File: src/rtl/eeprom_iic_arbiter_pkg.sv
// Shared types and iic_com command codes for the EEPROM I2C arbiter.
// Start_Sig encodings follow the iic_com engine interface.
package eeprom_iic_arbiter_pkg;

    localparam logic [1:0] IIC_IDLE = 2'b00;
    localparam logic [1:0] IIC_WR   = 2'b01;
    localparam logic [1:0] IIC_RD   = 2'b10;

    typedef enum logic [2:0] {
        ST_IDLE      = 3'd0,
        ST_ISSUE     = 3'd1,
        ST_WAIT_DONE = 3'd2,
        ST_RELEASE   = 3'd3,
        ST_WR_GAP    = 3'd4
    } arb_state_t;

    function automatic logic [1:0] start_code(input logic wr);
        return wr ? IIC_WR : IIC_RD;
    endfunction

endpackage

File: src/rtl/eeprom_iic_arbiter_rr_arb2.sv
// Two-way round-robin grant, purely combinational; the last-grant pointer
// lives in the parent so it only moves when a grant is actually taken.
module rr_arb2 (
    input  logic [1:0] i_req,
    input  logic       i_last,
    output logic       o_vld,
    output logic       o_gnt
);

    // On a tie the requester that did not win last time gets the bus.
    assign o_vld = |i_req;
    assign o_gnt = (&i_req) ? ~i_last : i_req[1];

endmodule

File: src/rtl/eeprom_iic_arbiter.sv
// Shares one iic_com EEPROM engine between two requesters with round-robin
// arbitration, a done-timeout and the post-write tWR gap.
module eeprom_iic_arbiter
    import eeprom_iic_arbiter_pkg::*;
#(
    parameter int unsigned      CNT_W       = 20,
    parameter logic [CNT_W-1:0] TIMEOUT_CYC = 20'd1000000,
    parameter logic [CNT_W-1:0] WR_GAP_CYC  = 20'd250000
) (
    input  logic        CLK,
    input  logic        RSTn,
    input  logic [1:0]  Req,
    input  logic [1:0]  ReqWr,
    input  logic [15:0] ReqAddr,
    input  logic [15:0] ReqWrData,
    output logic [1:0]  Ack,
    output logic        Err,
    output logic [7:0]  RdData_o,
    output logic        Busy,
    output logic [1:0]  Start_Sig,
    output logic [7:0]  Addr_Sig,
    output logic [7:0]  WrData,
    input  logic [7:0]  RdData,
    input  logic        Done_Sig
);

    arb_state_t       r_state, w_state_nxt;
    logic             r_last;
    logic             r_g;
    logic             r_wr;
    logic [CNT_W-1:0] r_cnt;
    logic [1:0]       r_ack;
    logic             r_err;
    logic [7:0]       r_rdata;
    logic [1:0]       r_start;
    logic [7:0]       r_addr;
    logic [7:0]       r_wdat;

    logic             w_gnt_vld;
    logic             w_gnt;
    logic             w_done_ev;
    logic             w_tmo;
    logic             w_gap_end;

    rr_arb2 u_rr_arb2 (
        .i_req  (Req),
        .i_last (r_last),
        .o_vld  (w_gnt_vld),
        .o_gnt  (w_gnt)
    );

    // Done takes priority over a timeout landing on the same edge.
    assign w_done_ev = (r_state == ST_WAIT_DONE) && Done_Sig;
    assign w_tmo     = (r_state == ST_WAIT_DONE) && !Done_Sig &&
                       (r_cnt == TIMEOUT_CYC - 1'b1);
    assign w_gap_end = (r_state == ST_WR_GAP) && (r_cnt == WR_GAP_CYC - 1'b1);

    always_ff @(posedge CLK or negedge RSTn) begin
        if (!RSTn) r_state <= ST_IDLE;
        else       r_state <= w_state_nxt;
    end

    always_comb begin
        w_state_nxt = r_state;
        case (r_state)
            ST_IDLE:      if (w_gnt_vld) w_state_nxt = ST_ISSUE;
            ST_ISSUE:     w_state_nxt = ST_WAIT_DONE;
            ST_WAIT_DONE: if (w_done_ev || w_tmo) w_state_nxt = ST_RELEASE;
            // r_err is the flag of the transaction that just finished.
            ST_RELEASE:   w_state_nxt = (r_wr && !r_err) ? ST_WR_GAP : ST_IDLE;
            ST_WR_GAP:    if (w_gap_end) w_state_nxt = ST_IDLE;
            default:      w_state_nxt = ST_IDLE;
        endcase
    end

    always_ff @(posedge CLK or negedge RSTn) begin
        if (!RSTn) begin
            r_last  <= 1'b1;
            r_g     <= 1'b0;
            r_wr    <= 1'b0;
            r_cnt   <= '0;
            r_ack   <= 2'b00;
            r_err   <= 1'b0;
            r_rdata <= 8'h00;
            r_start <= IIC_IDLE;
            r_addr  <= 8'h00;
            r_wdat  <= 8'h00;
        end else begin
            r_ack <= 2'b00;
            r_err <= 1'b0;
            case (r_state)
                ST_IDLE: begin
                    if (w_gnt_vld) begin
                        r_g    <= w_gnt;
                        r_last <= w_gnt;
                        r_wr   <= ReqWr[w_gnt];
                        r_addr <= w_gnt ? ReqAddr[15:8]   : ReqAddr[7:0];
                        r_wdat <= w_gnt ? ReqWrData[15:8] : ReqWrData[7:0];
                    end
                end
                ST_ISSUE: begin
                    r_start <= start_code(r_wr);
                    r_cnt   <= '0;
                end
                ST_WAIT_DONE: begin
                    r_cnt <= r_cnt + 1'b1;
                    if (w_done_ev) begin
                        r_start    <= IIC_IDLE;
                        r_ack[r_g] <= 1'b1;
                        if (!r_wr) r_rdata <= RdData;
                    end else if (w_tmo) begin
                        r_start    <= IIC_IDLE;
                        r_ack[r_g] <= 1'b1;
                        r_err      <= 1'b1;
                    end
                end
                ST_RELEASE: r_cnt <= '0;
                ST_WR_GAP:  r_cnt <= r_cnt + 1'b1;
                default: ;
            endcase
        end
    end

    assign Ack       = r_ack;
    assign Err       = r_err;
    assign RdData_o  = r_rdata;
    assign Busy      = (r_state != ST_IDLE);
    assign Start_Sig = r_start;
    assign Addr_Sig  = r_addr;
    assign WrData    = r_wdat;

endmodule

File: config.mk
export PLATFORM = sky130hd
export DESIGN_NAME = eeprom_iic_arbiter
export DESIGN_NICKNAME = d
export VERILOG_FILES = /design/src/rtl/eeprom_iic_arbiter_pkg.sv /design/src/rtl/eeprom_iic_arbiter_rr_arb2.sv /design/src/rtl/eeprom_iic_arbiter.sv
export SDC_FILE = /design/constraint.sdc
export NUM_CORES = 1
export LEC_CHECK = 0
export CORE_ASPECT_RATIO = 0.6
export CORE_MARGIN = 2
export CORE_UTILIZATION = 35
export CTS_CLUSTER_SIZE = 14
export DETAILED_ROUTE_END_ITERATION = 12
export HOLD_SLACK_MARGIN = 0.02
export SLEW_MARGIN = 40
export SYNTH_ARGS = -nofsm -noshare
export SYNTH_HDL_FRONTEND = slang
export SYNTH_SLANG_ARGS = --single-unit
File: constraint.sdc
create_clock -name CLK -period 2.35 [get_ports CLK]
set_clock_uncertainty 0.2 [all_clocks]
set_input_delay 0.3525 -clock CLK [delete_from_list [all_inputs] [get_ports CLK]]
set_output_delay 0.3525 -clock CLK [all_outputs]
set_load 0.005 [all_outputs]
### Word level (Yosys, flattened, before mapping)

Cells that the tools add are included.

| storage, ports and cells | value |
|---|---|
| bits in registers | 55 |
| word-level logic and storage cells | 71 |
| input port bits | 47 |
| output and inout port bits | 30 |

| operators by class | value |
|---|---|
| multiplexer cells | 23 |
| equal/unequal tests | 10 |
| bitwise operators | 2 |
| reduce and logical (&&, ||, !) cells | 21 |
| add/sub/neg operators | 1 |
| $lt $le $gt $ge | 3 |

Operators with widths:

| operator | number |
|---|---|
| case mux 20 bit (2 select lines) | 1 |
| adder 20 x 1 -> 20 bit, second input constant | 1 |
| == test 20 x 18 -> 1 bit, second input constant | 1 |
| == test 20 bit, second input constant | 1 |
| 2-to-1 mux 8 bit | 2 |
| case mux 3 bit (5 select lines) | 1 |
| 2-to-1 mux 2 bit | 6 |
| 2-to-1 mux 3 bit | 4 |
| 2-to-1 mux 1 bit | 7 |
| == test 3 x 2 -> 1 bit, second input constant | 2 |
| logical AND 1 bit | 6 |
| AND reduction 2 bit | 3 |
| AND reduction 3 bit | 2 |
| OR reduction 2 bit | 3 |
| less-than comparator 1 x 2 -> 1 bit, second input constant | 2 |
| != test 2 x 1 -> 1 bit, second input constant | 2 |
| case mux 2 bit (2 select lines) | 1 |
| nonzero test 2 bit | 2 |
| == test 3 x 1 -> 1 bit, second input constant | 1 |
| == test 3 bit, second input constant | 1 |
| logical NOT 3 bit | 1 |
| != test 3 bit, second input constant | 1 |
| nonzero test 3 bit | 1 |
| logical NOT 1 bit | 2 |
| 5 further kinds | 6 |

### Longest topological paths before layout

| depth | value |
|---|---|
| word-level depth | 7 |
| gate-level depth with buffers | 7 |
| gate-level depth less buffers | 5 |

### Cells and area by module

A second synthesis with hierarchy kept.

| second synthesis, totals | value |
|---|---|
| cells, all modules | 251 |
| area, all modules | 2651.3 um^2 |

By module, submodules not included:

| module | area each (um^2) | cells each | times used | sequential area each (um^2) |
|---|---|---|---|---|
| eeprom_iic_arbiter | 2637.5 | 249 | 1 | 1377.6 |
| rr_arb2 | 13.8 | 2 | 1 | 0.0 |

### Worst setup path before layout

Ideal clock, no wire load.

| timing path | value |
|---|---|
| path kind | flip-flop to flip-flop |
| start | reg r_state[1] |
| end | reg r_rdata[0], in the netlist RdData_o[0] |
| required time | 2.025 ns |
| buffers on the path | 1 |
| period minus slack after synthesis | 1.921 ns |
| arrival time | 1.596 ns |
| library setup time | 0.125 ns |
| setup slack | 0.429 ns |
| cell stages (with the launch flop) | 6 |
| path through | dfrtp_1 > buf_4 > nor3b_1 > nand2_1 > nor2_2 > mux2_2 |

| between the ends | value |
|---|---|
| cells in the longest elaborated chain, start to end | 3 |

Ends and longest elaborated chain:

| element | RTL line | RTL |
|---|---|---|
| from (decl) | eeprom_iic_arbiter.sv:27 | `arb_state_t r_state, w_state_nxt;` |
| from (signal assigned) | eeprom_iic_arbiter.sv:60 | `else r_state <= w_state_nxt;` |
| == test 3 x 2 -> 1 bit (*) | eeprom_iic_arbiter.sv:53, eeprom_iic_arbiter.sv:91 |  |
| logical AND 1 bit | eeprom_iic_arbiter.sv:53 | `assign w_done_ev = (r_state == ST_WAIT_DONE) && Done_Sig;` |
| AND reduction 3 bit (no source line) (*) | - |  |
| to (signal assigned) | eeprom_iic_arbiter.sv:110 | `if (!r_wr) r_rdata <= RdData;` |
| to (decl) | eeprom_iic_arbiter.sv:34 | `logic [7:0] r_rdata;` |

Mark *: on every way between the ends. The rest lies on a longest branch, timed or not.
A chain may end at the register's enable or synchronous reset.

### Final worst setup path

| timing path | value |
|---|---|
| start | reg r_state[2] |
| end | out Busy |

| between the ends | value |
|---|---|
| cells in the longest elaborated chain, start to end | 1 |

Ends and longest elaborated chain:

| element | RTL line | RTL |
|---|---|---|
| nonzero test 3 bit | eeprom_iic_arbiter.sv:127 | `assign Busy = (r_state != ST_IDLE);` |
| to (decl) | eeprom_iic_arbiter.sv:19 | `output logic Busy,` |

No other way between the ends.

==> results.py <==
metrics = {
    "pwr": {
        "p_per_area_nw_per_um2": 1053,
        "net_switching_power_figure_mw": 1.305,
        "power.switching_fraction_pct": 33.05,
        "irDropWorstVdd_uv": 443.9,
        "power.clock.fraction_pct": 19.7,
        "power_report.internal_total_mw": 2.644,
        "power.leakage_nw": 1.623,
        "p_seq_share_pct": 36.5,
        "comb_power_share_pct": 43.8,
    },
    "cts": {
        "post_cts_resize_count": 0,
        "source_to_sink_clock_delay_at_the_later_pin_of_the_worst_skew_pair_ns": 0.29,
        "cts_tree": "yes",
        "post_cts.repair.setup_buffers": 0,
        "clockRootBuffer": "clkbuf_16",
        "numCtsBuffers": 5,
        "htreeDepth": 2,
        "max_buffers_root_to_sink": 2,
        "cts.sinks": 55,
        "clkTransAtPathRegs_ns": 0.07,
    },
    "route": {
        "ant_nets": 0,
        "drt-initial-drc-count": 99,
        "drcViolationCount": 0,
        "detail_route.wl_per_cell_um": 14.68,
        "drt_pre_antenna_iters": 4,
        "routed_wl_um": 6475,
        "route.vias.total": 2144,
        "route.detailed.vias_per_inst": 4.862,
    },
    "setup_path": {
        "critPathMaxStageDelay_ns": 0.47,
        "cp_num_buf_inv": 3,
        "critPathCaptureType": "output pin",
        "r2r.worst_path.cells": 5,
        "arrival_time_at_the_worst_endpoint_ns": 1.68,
        "path_depth": 4,
        "cp_slowest_cell": "clkdlybuf4s50_1",
        "cp.required_ns": 1.80,
        "cp_max_fo": 6,
        "critical_path.cell_chain": "buf_4, nor3_1, inv_1, clkdlybuf4s50_1",
        "family_with_the_most_delay_on_the_worst_path": "buffers and inverters",
        "worst_setup_path_start_kind": "flip-flop",
        "worstSetupPathType": "reg2out",
    },
    "timing": {
        "hold_violation_total_from_the_final_report": 0,
        "worst_slack_setup_final_ns": 0.1171,
        "rsz0062_at_grt": "no",
        "max_slew.worst_pin.slew_ns": 0.5329,
        "headroom_to_the_max_slew_limit_pct": 64.30,
        "min_period_over_period_pct": 95.02,
        "report.final.slew_viol_count": 0,
        "fin_crit_ns": 2.233,
        "fin_setup_tns_ns": 0,
        "fmaxAchievable_ghz": 0.4479,
        "setup_violations": 0,
    },
    "floorplan": {
        "core-area_um2": 7267,
        "row_count": 24,
        "fp.dieH_um": 71.20,
        "effective_utilization_at_floorplan_pct": 36.24,
        "design.die.area_um2": 8258,
        "number_of_top_level_pins": 77,
        "die_w_um": 116.0,
    },
    "synthesis": {
        "synth_edf_count": 0,
        "asyncSetResetFlopFracSynth_pct": 100.0,
        "syn_inst": 251,
        "most_instantiated_flip_flop_cell_in_the_synthesis_netlist": "dfrtp_1",
        "yosys_warning_total": 0,
        "synth_sequential_area_ratio_pct": 52.30,
        "syn_nets": 299,
        "total_standard_cell_area_after_synthesis_um2": 2634,
        "ys_types": 38,
        "ys_ff_latch": 55,
        "avgSynthCellArea_um2": 10.49,
    },
    "cells_and_area": {
        "drive_gt1_share_pct": 11.57,
        "final_common_cell": "clkdlybuf4s50_1",
        "areaGrowthSynthToFinish_pct": 42.42,
        "final_core_utilization_pct": 51.62,
        "num_antenna_cells": 0,
        "layout_common_cells": "75 x clkdlybuf4s50_1, 54 x dfrtp_1, 31 x mux2i_1",
        "post-route-cell-area_um2": 3751,
        "nFillCells": 653,
        "design.final.nets": 384,
    },
    "hold_path": {
        "path_class_of_the_lowest_slack_min_delay_path": "reg2reg",
        "hold-path-cell-count": 1,
    },
    "global_routing": {
        "via_count_of_the_first_global_routing_pass": 2041,
        "initial_antenna_violation_count": 0,
        "groute.usage.overall_pct": 16.94,
        "largest_net_degree_at_the_start_of_global_routing": 56,
        "global_route_wire_length_before_repair_um": 10830,
        "gr-total-overflow": 0,
    },
    "flow_run": {
        "cap_viol_max_count": 0,
    },
    "placed_design": {
        "place.port_buffers": 76,
        "gp_congestion": 0.8187,
        "placedInstanceArea_um2": 3577,
        "dp_worst_setup_slack_ns": 0.2364,
        "place.detailed.hpwl_um": 4792,
    },
    "status": {
        "status": "complete, no violations",
    },
}
[sequential cells by signal, indices dropped and copies added, names as in the netlist]
register and count:
Addr_Sig 8, r_g 1, Err 1, Ack 2, r_last 1, r_state 3, WrData 8, r_cnt 20
Start_Sig 2, r_wr 1, RdData_o 8
[worst paths after layout]
| kind | slack [ns] | endpoint | startpoint |
|---|---|---|---|
| setup / recovery | 0.12 | Busy | r_state[2] |
| hold / removal | 0.28 | r_cnt[17] | r_cnt[17] |
| setup reg to reg | 0.31 | RdData_o[4] | r_state[1] |
| hold reg to reg | 0.28 | r_cnt[17] | r_cnt[17] |
| max in group asynchronous | 1.26 | r_last | RSTn |
| min in group asynchronous | 0.38 | r_cnt[10] | RSTn |
[repair_timing]
item                       4_1_cts  5_1_grt
hold buffers                     1        0
hold endpoints to repair        54        0
setup endpoints to repair        0        0
[power groups by stage]
stage          clock network, mW  registers [mW]  logic (mW)
3_5_place_dp                   0            1.45        1.73
2_1_floorplan                  0            1.46       0.845
5_1_grt                    0.843            1.49        1.91
6_report                   0.778            1.44        1.73
4_1_cts                    0.808            1.44        1.74
3_3_place_gp                   0            1.45        1.71
[synth_stat cells (4+ instances only)]
master    count  area share, %
dfrtp_1      54             51
mux2i_1      31             12
nand2_1      26            3.7
nor2_1       24            3.4
a21oi_1      21            4.0
o21ai_0      11            2.1
mux2_2        9            3.8
nand3_1       9            1.7
nor3_1        7            1.3
buf_2         6            1.1
nand4_1       6            1.4
and3_1        5            1.2
clkbuf_1      4           0.57
[final cells by class]
type	instances	area, um2	share of cell area, %
Tap cell	104	130.1	3.469
Clock buffer	8	156.4	4.169
Sequential cell	55	1378	36.72
Inverter	2	7.507	0.2001
Multi-Input combinational cell	182	1204	32.09
Timing Repair Buffer	90	875.8	23.35
[kinds of logic (layout without fill, tap and decap cells)]
group                    count (synthesis)  in the layout  synth area share, %
flip-flops                              55             55                52.30
AO/OA/AOI/OAI                           43             43                9.454
adder cells (fa/ha/maj)                  1              1               0.4750
AND/OR/NAND/NOR                         96             96                19.05
buffers and inverters                   14            100                2.423
XOR/XNOR                                 2              2               0.6652
multiplexers                            40             40                15.63
[worst register-to-register path, stage by stage, from the launching register on]
cell,delay (ns)
dfrtp_1,0.39
buf_4,0.20
nor3b_1,0.27
nand2_1,0.12
nor2_2,0.35
mux2_2,0.39
[routing by layer]
| layer | vias to the layer above | GRT usage [%] | wire (um) |
|---|---|---|---|
| met5 | - | 0 | 0 |
| met4 | 0 | 4.365 | 76 |
| met3 | 9 | 4.627 | 468 |
| met2 | 64 | 22.03 | 2528 |
| met1 | 997 | 27.23 | 3401 |
| li1 | 1074 | - | - |
[metrics by stage]
stage	std cells	hold slack [ns]	power, mW
after CTS	441	0.2827	3.986
after floorplan	251	-0.1431	2.308
after detailed placement	432	0.1816	3.180
after global placement	432	0.1789	3.163
after global routing	441	0.3119	4.242
final	441	0.2779	3.949
Note: power is estimated with default switching activity, not from simulation.
==> RTL edit 1: new RTL, config.mk and constraints unchanged <==
`CNT_W`: 20 -> 30.
--- a/src/rtl/eeprom_iic_arbiter.sv
+++ b/src/rtl/eeprom_iic_arbiter.sv
@@ -3,7 +3,7 @@
 module eeprom_iic_arbiter
     import eeprom_iic_arbiter_pkg::*;
 #(
-    parameter int unsigned      CNT_W       = 20,
+    parameter int unsigned      CNT_W       = 30,
     parameter logic [CNT_W-1:0] TIMEOUT_CYC = 20'd1000000,
     parameter logic [CNT_W-1:0] WR_GAP_CYC  = 20'd250000
 ) (
Function: same outputs for any inputs over 10 cycles, from zero or initial values and one cycle with RSTn low; that may be too few to reach the edited logic, so the function may still have changed.
==> RTL edit 1 against the original RTL <==
Combinational power decreased by 8%. Sequential power increased by 16%. Worst setup slack improved by 0.020 ns. Register-to-register slack got worse by 0.17 ns. Area after synthesis increased by 21%. Count of clock-buffer cells in the layout increased by 1. Sequential cell count increased by 10. Final area increased by 19%. Routed wire length increased by 24%. Worst hold slack got worse by 0.044 ns. Power increased by 14%. Global-route usage increased by 0.14 points. Critical endpoint is now Ack[1]$_DFF_PN0_. Largest cell class unchanged.
==> RTL edit 1: results (changes against the original RTL) <==
========================================================================================
Run status ................................................................ finished, final reports clean   unchanged
Worst slack at placement ..................................................     0.117 ns   was 0.236 ns
Global-route wire length before repair ....................................      13.2 mm   was 10.8 mm
CTS H-Tree Depth ..........................................................            3   was 2
Post-route cell area ......................................................   4450 sq um   was 3750 sq um
Non-clock inverters .......................................................            6   was 2
Max reg flops .............................................................           30   was 20
Max_slew headroom .........................................................        56.6%   was 64.3%
VDD IR-drop max ...........................................................     0.453 mV   was 0.444 mV
Netlist cell types ........................................................           43   was 38
Number of sequential cells ................................................           65   was 55
Fin nets ..................................................................          447   was 384
Routed length on met3 .....................................................       516 um   was 468 um
Power share of the sequential group .......................................        37.2%   was 36.5%
Insertion delay to the later sink of the worst-skew pair ..................      0.33 ns   was 0.29 ns
Total of plain and repair buffers excluding clock buffers .................           89   was 90
Multi-input logic portion of the cell area ................................        33.6%   was 32.1%
Number of cells in the design after placement .............................          499   was 432
Biggest cell delay along the critical path ................................      0.54 ns   was 0.47 ns
Sequential cell area share ................................................        36.6%   was 36.7%
Number of buffers created by CTS ..........................................            9   was 5
Core Util, Final ..........................................................        51.2%   was 51.6%
Top area cells in the synthesized netlist ................................. sky130_fd_sc_hd__dfrtp_1 (50%), sky130_fd_sc_hd__mux2i_1 (13%), sky130_fd_sc_hd__nand2_1 (4.7%)   was sky130_fd_sc_hd__dfrtp_1 (51%), sky130_fd_sc_hd__mux2i_1 (12%), sky130_fd_sc_hd__a21oi_1 (4.0%)
Multi-Input Combinational .................................................          228   was 182
Number of violations reported at the end of detailed-routing iteration 0 ..          198   was 99
Endpoint with the worst hold slack ........................................ Ack[0]$_DFF_PN0_   was r_cnt[17]$_DFFE_PN0P_
Fillers ...................................................................          800   was 653
Via count of the first global-routing pass ................................         2498   was 2041
Total half-perimeter wirelength after legalization and detailed placement .      5.86 mm   was 4.79 mm
Synthesized net count .....................................................          362   was 299
Largest net degree at the start of global routing .........................           66   was 56
Post-synthesis instance total .............................................          314   was 251
Library cell contributing the largest single delay on the critical path ... sky130_fd_sc_hd__or4_4   was sky130_fd_sc_hd__clkdlybuf4s50_1
Proportion of layout cells with a drive suffix above 1 ....................        11.4%   was 11.6%
Lkg Pwr ...................................................................   0.00201 uW   was 0.00162 uW
Overall fraction of global-route tracks in use ............................        17.1%   was 16.9%
Signal buffers share of area ..............................................        19.8%   was 23.3%
Cell family with the largest share of critical-path delay ................. simple AND/OR/NAND/NOR gates   was buffers and inverters
Fin cells .................................................................          516   was 441
Hold wc startpoint ........................................................ r_g$_DFFE_PN0P_   was r_cnt[17]$_DFFE_PN0P_
Post-Route Hold Slack .....................................................     0.234 ns   was 0.278 ns
Register area share after synthesis .......................................        51.0%   was 52.3%
========================================================================================
## RTL edit 1: cell count changes in the layout (fill, tap and decap cells not counted), moves of 3 or more
cell and delta:
sky130_fd_sc_hd__nand3_1 +4, sky130_fd_sc_hd__o21ai_0 -5, sky130_fd_sc_hd__nand2_1 +14, sky130_fd_sc_hd__mux2i_1 +12, sky130_fd_sc_hd__inv_1 +4, sky130_fd_sc_hd__clkbuf_16 +4
sky130_fd_sc_hd__clkinvlp_4 +4, sky130_fd_sc_hd__dfrtp_1 +10, sky130_fd_sc_hd__nand4_1 +11, sky130_fd_sc_hd__and4_1 +3, sky130_fd_sc_hd__nor3_1 -4, sky130_fd_sc_hd__a22o_1 +4
## RTL edit 1: per-layer routing
metal	vias to the layer above	GRT usage, %
li1	1315	-
met1	1236	27.7
met2	67	20.9
met3	2	4.83
met4	0	5.60
met5	-	0
## RTL edit 1: worst max path at each step
stage                         start                       end  slack (ns)  cells past startpoint
2_1_floorplan  r_cnt[4]$_DFFE_PN0P_  Start_Sig[0]$_DFFE_PN0P_        0.27                      5
6_report       r_cnt[4]$_DFFE_PN0P_          Ack[1]$_DFF_PN0_        0.14                      4
3_5_place_dp   r_cnt[4]$_DFFE_PN0P_          Ack[1]$_DFF_PN0_        0.12                      4
3_3_place_gp               Done_Sig   RdData_o[6]$_DFFE_PN0P_        0.17                      4
4_1_cts        r_cnt[4]$_DFFE_PN0P_          Ack[1]$_DFF_PN0_        0.09                      4
5_1_grt        r_cnt[4]$_DFFE_PN0P_          Ack[1]$_DFF_PN0_        0.06                      4
## RTL edit 1: cells by family after synthesis
kind of cell,after synthesis,synth area share [%]
compound gates,43,8.39
simple gates,132,21.1
buf+inv,21,2.59
xor+xnor,1,0.274
flops,65,51.0
mux,51,16.3
fa+ha+maj,1,0.392
==> RTL edit 2: new RTL, same settings <==
Without the edit above. Reset style: synchronous (`RSTn`), changed in 2 clocked blocks.
--- a/src/rtl/eeprom_iic_arbiter.sv
+++ b/src/rtl/eeprom_iic_arbiter.sv
@@ -55,7 +55,7 @@
                        (r_cnt == TIMEOUT_CYC - 1'b1);
     assign w_gap_end = (r_state == ST_WR_GAP) && (r_cnt == WR_GAP_CYC - 1'b1);
 
-    always_ff @(posedge CLK or negedge RSTn) begin
+    always_ff @(posedge CLK) begin
         if (!RSTn) r_state <= ST_IDLE;
         else       r_state <= w_state_nxt;
     end
@@ -73,7 +73,7 @@
         endcase
     end
 
-    always_ff @(posedge CLK or negedge RSTn) begin
+    always_ff @(posedge CLK) begin
         if (!RSTn) begin
             r_last  <= 1'b1;
             r_g     <= 1'b0;
Check against the original RTL: differs if RSTn is asserted again (counterexample within 4 cycles, from zero or initial values and one cycle with RSTn low); with RSTn held inactive, the same outputs for 10 cycles.
==> RTL edit 2 against the original RTL <==
Non-clock buffer count decreased by 1. Final area decreased by 0.40%. Die area decreased by 0.55%. Routed wire length increased by 2.8%. Sequential share of layout area decreased by 7.2 points. Worst setup slack improved by 0.070 ns. Core utilization decreased by 0.21 points. Sequential cell count unchanged. Area after synthesis decreased by 0.57%. Highest routed layer unchanged.
Power is not compared: it rests on default switching activity, and its combinational part moved more than twofold at a synthesized area within 25%.
==> RTL edit 2: results (changes against the original RTL) <==
=========================================================================================
Run status ................................................................. finished, final reports clean   unchanged
Post-detailed-routing wire length ..........................................      6.66 mm   was 6.48 mm
WL met1 ....................................................................      3.46 mm   was 3.40 mm
Proportion of register bits with asynchronous set or reset after synthesis .           0%   was 100%
Number of violations reported at the end of detailed-routing iteration 0 ...          133   was 99
Fin cells ..................................................................          478   was 441
Number of optimization iterations in the first detailed-route pass .........            5   was 4
Top area cells in the synthesized netlist .................................. sky130_fd_sc_hd__dfxtp_1 (42%), sky130_fd_sc_hd__mux2i_1 (13%), sky130_fd_sc_hd__a211oi_1 (4.9%)   was sky130_fd_sc_hd__dfrtp_1 (51%), sky130_fd_sc_hd__mux2i_1 (12%), sky130_fd_sc_hd__a21oi_1 (4.0%)
Signal arrival time at the worst endpoint ..................................      2.14 ns   was 1.68 ns
Total of plain and repair buffers excluding clock buffers ..................           89   was 90
Multi-input gate area in the final layout ..................................   1420 sq um   was 1200 sq um
Instance area after placement ..............................................   3560 sq um   was 3580 sq um
Largest net degree at the start of global routing ..........................           35   was 56
Post-synthesis instance total ..............................................          295   was 251
Synthesized net count ......................................................          343   was 299
Met1 GRT Util ..............................................................        25.4%   was 27.2%
Fin nets ...................................................................          421   was 384
Final estimated routing congestion in global placement .....................        0.791   was 0.819
Non-clock inverters ........................................................            6   was 2
Register area share after synthesis ........................................        42.0%   was 52.3%
Total half-perimeter wirelength after legalization and detailed placement ..      5.03 mm   was 4.79 mm
Worst slack at placement ...................................................     0.211 ns   was 0.236 ns
Seq. cell area .............................................................   1100 sq um   was 1380 sq um
Multi-Input Combinational ..................................................          216   was 182
Met2 Routed Length .........................................................      2.66 mm   was 2.53 mm
Global-route wire length before repair .....................................      11.1 mm   was 10.8 mm
Cell family with the largest share of critical-path delay .................. simple AND/OR/NAND/NOR gates   was buffers and inverters
Fillers ....................................................................          711   was 653
Via count of the first global-routing pass .................................         2253   was 2041
Clkbuf count ...............................................................            6   was 8
Met2 layer usage reported by global route ..................................        23.7%   was 22.0%
Library cell contributing the largest single delay on the critical path .... sky130_fd_sc_hd__or4_1   was sky130_fd_sc_hd__clkdlybuf4s50_1
Overall fraction of global-route tracks in use .............................        17.2%   was 16.9%
Netlist cell types .........................................................           51   was 38
Number of cells in the design after placement ..............................          470   was 432
Met3 capacity usage during global routing ..................................        5.83%   was 4.63%
Detailed-route via count ...................................................         2435   was 2144
Biggest cell delay along the critical path .................................      0.63 ns   was 0.47 ns
Post-synth top cells ....................................................... sky130_fd_sc_hd__dfxtp_1 (55), sky130_fd_sc_hd__nor2_1 (34), sky130_fd_sc_hd__mux2i_1 (33)   was sky130_fd_sc_hd__dfrtp_1 (54), sky130_fd_sc_hd__mux2i_1 (31), sky130_fd_sc_hd__nand2_1 (26)
Proportion of layout cells with a drive suffix above 1 .....................        8.56%   was 11.6%
=========================================================================================
RTL edit 2: cell types whose count changed after synthesis, moves of 9 or more:
cell	before	now
sky130_fd_sc_hd__mux2_2	9	0
sky130_fd_sc_hd__a211oi_1	1	17
sky130_fd_sc_hd__dfrtp_1	54	0
sky130_fd_sc_hd__nor2_1	24	34
sky130_fd_sc_hd__a21oi_1	21	11
sky130_fd_sc_hd__dfxtp_1	0	55
RTL edit 2: path summary, 6_finish.rpt:
check	from	to	slack, ns
min	r_g$_SDFFE_PN0P_	Ack[0]$_SDFF_PN0_	0.25
max reg2reg	r_cnt[0]$_SDFFE_PN0P_	r_cnt[14]$_SDFFE_PN0P_	0.19
max	r_cnt[0]$_SDFFE_PN0P_	r_cnt[14]$_SDFFE_PN0P_	0.19
min reg2reg	r_g$_SDFFE_PN0P_	Ack[0]$_SDFF_PN0_	0.25
RTL edit 2: timing repair:
item,4_1_cts,5_1_grt
gates resized for setup,0,1
setup buffers,0,0
endpoints found under the setup margin,0,1
RTL edit 2: through the flow:
step / utilization [%] / hold slack (ns)
2_1_floorplan: - / 0.218
3_3_place_gp: 49.0 / 0.240
3_5_place_dp: 49.0 / 0.243
4_1_cts: 51.4 / 0.253
5_1_grt: 51.4 / 0.260
6_report: 51.4 / 0.253
RTL edit 2: kinds of logic (layout without fill, tap and decap cells):
logic type      Yosys count  after routing  share of synthesized area (%)
simple gates            123            123                           24.6
flops                    55             55                           42.0
compound gates           54             54                           14.9
mux                      33             33                           12.6
buf+inv                  24            103                           3.73
xor+xnor                  5              5                           1.67
fa+ha+maj                 1              1                          0.478
RTL edit 2: report_power, final:
group,switching [uW],internal (uW),total (uW)
Clock,342,531,872
Combinational,341,428,769
Sequential,85.7,1040,1130
